===== config.mk =====
export PLATFORM = sky130hd
export DESIGN_NAME = multicycle_ctrl
export DESIGN_NICKNAME = d
export VERILOG_FILES = /design/src/rtl/multicycle_ctrl.sv
export SDC_FILE = /design/constraint.sdc
export NUM_CORES = 1
export LEC_CHECK = 0
export ABC_AREA = 1
export BUFFER_PORTS_ARGS = -buffer_cell sky130_fd_sc_hd__buf_2
export CORE_ASPECT_RATIO = 0.75
export CORE_UTILIZATION = 57
export DETAILED_ROUTE_END_ITERATION = 10
export PLACE_DENSITY_LB_ADDON = 0.1
export SLEW_MARGIN = 0
export SYNTH_ARGS = -nofsm -noshare
export SYNTH_HDL_FRONTEND = slang
export SYNTH_SLANG_ARGS = --single-unit

===== constraint.sdc =====
create_clock -name clock -period 2.89 [get_ports clock]
set_clock_uncertainty 0.15 [all_clocks]
set_input_delay 0.289 -clock clock [delete_from_list [all_inputs] [get_ports clock]]
set_output_delay 0.289 -clock clock [all_outputs]
set_load 0.01 [all_outputs]

===== src/rtl/multicycle_ctrl.sv =====
// multicycle_ctrl: multi-cycle RV32I control FSM sequencing fetch, decode, execute, memory and writeback
//
// Optional feature: define INSTRET_COUNT_EN to add the 64-bit retired-instruction counter output instret.
//
// Ports:
//   clock, reset            rising-edge clock, asynchronous active-low reset
//   imem_addr, imem_req     fetch address (always pc) and fetch request
//   imem_ready, imem_rdata  instruction handshake and fetched word
//   dmem_ready              data memory has completed the current access
//   addr_lsb                low two bits of the datapath effective address
//   rd, rs1, rs2            register indices
//   opcode, func3, func7    decoded fields (func7 is 0 outside R-type)
//   imm                     sign-extended I- or S-format immediate
//   reg_write               register-file write strobe
//   mem_write_enable        store byte lanes, nonzero only with store_enable
//   store_enable            store strobe
//   mem_read_enable         load strobe
//   trap                    sticky fault flag, cleared only by reset
//   pc                      current program counter
//   instret                 retired-instruction count (INSTRET_COUNT_EN only)
module multicycle_ctrl #(
    parameter logic [31:0] RESET_PC    = 32'h0000_0000,
    parameter int unsigned MEM_TIMEOUT = 16
) (
    input  logic        clock,
    input  logic        reset,
    output logic [31:0] imem_addr,
    output logic        imem_req,
    input  logic        imem_ready,
    input  logic [31:0] imem_rdata,
    input  logic        dmem_ready,
    input  logic [1:0]  addr_lsb,
    output logic [4:0]  rd,
    output logic [4:0]  rs1,
    output logic [4:0]  rs2,
    output logic [6:0]  opcode,
    output logic [2:0]  func3,
    output logic [6:0]  func7,
    output logic [31:0] imm,
    output logic        reg_write,
    output logic [3:0]  mem_write_enable,
    output logic        store_enable,
    output logic        mem_read_enable,
    output logic        trap,
`ifdef INSTRET_COUNT_EN
    output logic [63:0] instret,
`endif
    output logic [31:0] pc
);
    localparam logic [6:0] OP_R     = 7'b0110011;
    localparam logic [6:0] OP_I     = 7'b0010011;
    localparam logic [6:0] OP_LOAD  = 7'b0000011;
    localparam logic [6:0] OP_STORE = 7'b0100011;
    localparam logic [7:0] WAIT_LAST = 8'(MEM_TIMEOUT - 1);

    typedef enum logic [2:0] {
        S_FETCH,
        S_DECODE,
        S_EXECUTE,
        S_MEMORY,
        S_WRITEBACK,
        S_TRAP
    } state_t;

    state_t      state;
    logic [31:0] ir;
    logic [7:0]  wait_cnt;
    logic [6:0]  ir_op;
    logic        ir_r;
    logic        ir_store;
    logic        ir_ok;
    logic [31:0] ir_imm;
    logic        is_store;
    logic        is_mem;
    logic        misaligned;
    logic [3:0]  lanes;

    // Decode helpers work on IR; execute/memory helpers work on the registered fields.
    always_comb begin
        ir_op      = ir[6:0];
        ir_r       = ir_op == OP_R;
        ir_store   = ir_op == OP_STORE;
        ir_ok      = ir_r || ir_store || ir_op == OP_I || ir_op == OP_LOAD;
        ir_imm     = ir_store ? {{20{ir[31]}}, ir[31:25], ir[11:7]} :
                     (ir_r || !ir_ok) ? 32'h0 : {{20{ir[31]}}, ir[31:20]};
        is_store   = opcode == OP_STORE;
        is_mem     = is_store || opcode == OP_LOAD;
        // func3[1:0] encodes access size: 00 byte, 01 half, 10 word
        misaligned = (func3[1:0] == 2'b01 && addr_lsb[0]) ||
                     (func3[1:0] == 2'b10 && addr_lsb != 2'b00);
        lanes      = func3[1:0] == 2'b00 ? 4'b0001 << addr_lsb :
                     func3[1:0] == 2'b01 ? 4'b0011 << addr_lsb : 4'b1111;
    end

    assign imem_addr = pc;

    always_ff @(posedge clock or negedge reset) begin
        if (!reset) begin
            state            <= S_FETCH;
            pc               <= RESET_PC;
            ir               <= '0;
            wait_cnt         <= '0;
            imem_req         <= 1'b0;
            rd               <= '0;
            rs1              <= '0;
            rs2              <= '0;
            opcode           <= '0;
            func3            <= '0;
            func7            <= '0;
            imm              <= '0;
            reg_write        <= 1'b0;
            mem_write_enable <= '0;
            store_enable     <= 1'b0;
            mem_read_enable  <= 1'b0;
            trap             <= 1'b0;
        end else begin
            case (state)
                S_FETCH: begin
                    // The request is raised one cycle before an instruction can be accepted after reset
                    if (imem_req && imem_ready) begin
                        ir       <= imem_rdata;
                        imem_req <= 1'b0;
                        state    <= S_DECODE;
                    end else begin
                        imem_req <= 1'b1;
                    end
                end
                S_DECODE: begin
                    rd     <= ir[11:7];
                    rs1    <= ir[19:15];
                    rs2    <= ir[24:20];
                    opcode <= ir_op;
                    func3  <= ir[14:12];
                    func7  <= ir_r ? ir[31:25] : 7'h0;
                    imm    <= ir_imm;
                    trap   <= !ir_ok;
                    state  <= ir_ok ? S_EXECUTE : S_TRAP;
                end
                S_EXECUTE: begin
                    if (!is_mem) begin
                        reg_write <= rd != 5'd0;
                        state     <= S_WRITEBACK;
                    end else if (misaligned) begin
                        trap  <= 1'b1;
                        state <= S_TRAP;
                    end else begin
                        wait_cnt         <= '0;
                        store_enable     <= is_store;
                        mem_write_enable <= is_store ? lanes : 4'b0000;
                        mem_read_enable  <= !is_store;
                        state            <= S_MEMORY;
                    end
                end
                S_MEMORY: begin
                    if (dmem_ready) begin
                        store_enable     <= 1'b0;
                        mem_write_enable <= '0;
                        mem_read_enable  <= 1'b0;
                        if (is_store) begin
                            pc       <= pc + 32'd4;
                            imem_req <= 1'b1;
                            state    <= S_FETCH;
                        end else begin
                            reg_write <= rd != 5'd0;
                            state     <= S_WRITEBACK;
                        end
                    end else if (wait_cnt == WAIT_LAST) begin
                        store_enable     <= 1'b0;
                        mem_write_enable <= '0;
                        mem_read_enable  <= 1'b0;
                        trap             <= 1'b1;
                        state            <= S_TRAP;
                    end else begin
                        wait_cnt <= wait_cnt + 8'd1;
                    end
                end
                S_WRITEBACK: begin
                    reg_write <= 1'b0;
                    pc        <= pc + 32'd4;
                    imem_req  <= 1'b1;
                    state     <= S_FETCH;
                end
                S_TRAP: begin
                    trap <= 1'b1;
                end
                default: begin
                    trap  <= 1'b1;
                    state <= S_TRAP;
                end
            endcase
        end
    end

`ifdef INSTRET_COUNT_EN
    // Retirement points: end of WRITEBACK, or a store completing in MEMORY
    always_ff @(posedge clock or negedge reset) begin
        if (!reset)
            instret <= '0;
        else if (state == S_WRITEBACK || (state == S_MEMORY && is_store && dmem_ready))
            instret <= instret + 64'd1;
    end
`endif

endmodule


==> run metrics <==
status finished, final reports clean; WL final around 16000 um; Reg-to-Reg End imem_addr[25]; Avg WL per Cell 13.7 um; Min-Delay Path Depth 4; CP Cell Sequence inv_2 > nand3_2 > inv_2 > nand2_2 > nand2_4 > inv_2 > nand2_1 > nand2_1; final worst-path cycle share 77.1%; Final Max Tran Viols 0; RePlAce Congestion between 0.9 and 1; Post-Place Worst Slack 0.693 ns; die width roughly 130 um; Yosys top cell by area dfrtp_1; RSZ-0062 raised after global routing false; crit path DAT 2.38 ns; CP endpoint kind register; FF-to-FF Start state[2]; average vias per placed instance slightly above 5; Required @ worst endpoint approximately 3.0 ns; sequential-to-total area share from yosys stat between 40% and 50%; syn avg cell area 7.48 um2; Syn Inst Count 887; final setup TNS 0 ns; ANT nets after route 0; antenna violations before repair 0; max_slew headroom 42.2%; Max Buffers Root-to-Sink 2; grt ovf 0; fraction of registers with async set/reset 100%; Hold EP mem_write_enable[1]; final net count roughly 1100; Initial Util just under 60%; drt pass-1 iters 5; layout cells sized above 1 between 20% and 30%; synthesized area ~6600 um2; most frequent cells in the layout 384 x nand2_1, 169 x buf_2, 126 x dfrtp_1; all-layer global routing usage between 20 and 30%; top post-synthesis cells by area dfrtp_1 48%, nand2_1 22%, buf_4 6.8%, nor2_1 4.4%, nand3_1 3.5%; Post CTS Setup Buffer Count 0; chip height around 95 um; hold path startpoint addr_lsb[1]; fin worst setup slack roughly 0.66 ns; clock latency on the worst-skew pair 0.41 ns; placed cells about 1100; CTS tree done; Worst Path Max Fanout 33; Static Leak approximately 4.5 nW; Post-synth EDFFs 0; core footprint about 11000 um2; min-delay worst type in2reg; largest stage delay on the critical path between 0.4 and 0.5 ns; path depth of the worst reg2reg path 8; Achievable Freq around 450 MHz; most frequent CP cell inv_2; boundary pin count roughly 180; area grow syn2layout 22.9%; top_reg_cell synth dfrtp_1; Reg2Reg Setup Slack roughly 0.66 ns; number of global-route vias before repair approximately 5600; ANT cells 0; worst-margin pin slew between 0.8 and 0.9 ns; hold violation count in the final report 0; Distinct cells, synth 33; Worst-path clk slew ~0.060 ns; fin crit period around 2.2 ns; number of remaining DRC errors 0; Fill cells about 870; CP max-delay cell dfrtp_1; final setup vio count 0; Peak VDD IR approximately 500 uV; Critical Path Start Type register; YS warnings 0; cell area power density between 400 and 500 nW/um2; DR iter-0 viols 470; Inserted Clock Buffers 17; type of the worst setup path reg2reg; first-pass GRT wire length between 20000 and 30000 um; HPWL Detailed 11200 um; synthesized flop and latch total between 100 and 150; CTS sink cnt 126; die area around 12000 um2; H-tree depth 4; port bufs 170; CTS Root Cell clkbuf_16; leading cell type in the layout, fill and taps excluded nand2_1; max_cap viols 0; pin count of the biggest net entering global routing 55; share of the synthesized area in the top cell type roughly 48%; via count around 6000; Pwr Total between 4 and 5 mW; Cell Count, Final, Fillers Out approximately 1200; Rows 33; Hold WS ~0.14 ns
-- cells in the mapped netlist, drive strengths merged, types with 6 or more instances --
| cell type | n |
|---|---|
| nand2 | 387 |
| dfrtp | 126 |
| nor2 | 80 |
| buf | 70 |
| inv | 65 |
| nand3 | 52 |
| o21ai | 49 |
| xnor2 | 9 |
| xor2 | 9 |
| clkbuf | 6 |
| ha | 6 |
| o211ai | 6 |
-- per-layer routing --
layer | wire length, um | part of all wire (%) | vias up | GRT usage, %
li1 | - | - | 3015 | -
met1 | 7730 | 47 | 2772 | 41.0
met2 | 7300 | 45 | 230 | 44.4
met3 | 1150 | 7.0 | 21 | 6.79
met4 | 199 | 1.2 | 0 | 9.24
met5 | 0 | 0 | - | 0
-- stage by stage --
| step | area, um2 | utilization (%) |
|---|---|---|
| after global placement | 7230 | 64.8 |
| after CTS | 8160 | 73.2 |
| final | 8160 | 73.2 |
| after detailed placement | 7230 | 64.8 |
| after global routing | 8160 | 73.2 |
| after floorplan | 6650 | - |
-- worst max-delay path by stage --
stage	slack, ns	depth (start not counted)	startpoint	end
floorplan	1.18	7	imem_addr[2]	imem_addr[16]
global placement	0.73	8	state[2]	imem_addr[11]
detailed placement	0.69	8	state[2]	imem_addr[11]
CTS	0.67	8	state[2]	imem_addr[20]
global route	0.43	8	state[2]	imem_addr[16]
finish	0.66	8	state[2]	imem_addr[25]
-- what timing repair did --
item	CTS	global route
gates resized for setup	0	0
hold buffers	33	0
hold endpoints to repair	66	0
endpoints found under the setup margin	0	0
-- sequential cells by signal, indices dropped and copies added (netlist names) --
name,cells
ir,32
store_enable,1
imm,12
opcode,7
mem_write_enable,4
state,3
func7,7
reg_write,1
func3,3
trap,1
imem_addr,30
rs1,5
mem_read_enable,1
rd,5
imem_req,1
wait_cnt,8
rs2,5
-- area by class of cell --
type / count / area (um2) / area share [%]
clock buffers: 20 / 467 / 5.72
well taps: 140 / 175 / 2.15
repair buffers: 209 / 1240 / 15.2
clock inverters: 12 / 134 / 1.64
inverters: 67 / 251 / 3.08
multi-input cells: 621 / 2740 / 33.6
flip-flops and latches: 126 / 3150 / 38.6
-- power breakdown --
group,internal [mW],leakage [nW],switching (mW)
clock network,1.34,0.293,0.809
logic,0.0543,2.51,0.0582
registers,1.76,1.66,0
total,3.16,4.47,0.867
-- cell families after synthesis --
logic type	count (synthesis)	synth area share, %
buffers and inverters	143	11.6
AND/OR/NAND/NOR	528	31.9
XOR/XNOR	18	2.38
flip-flops	126	47.5
other	1	0.0565
AO/OA/AOI/OAI	65	5.37
adder cells (fa/ha/maj)	6	1.13
-- worst max-delay path, delay by kind of cell, from the launching register on --
kind,cells,cell delay (ns)
simple gates,5,0.90
buf+inv,3,0.63
flops,1,0.43
(Power assumes the default switching activity.)
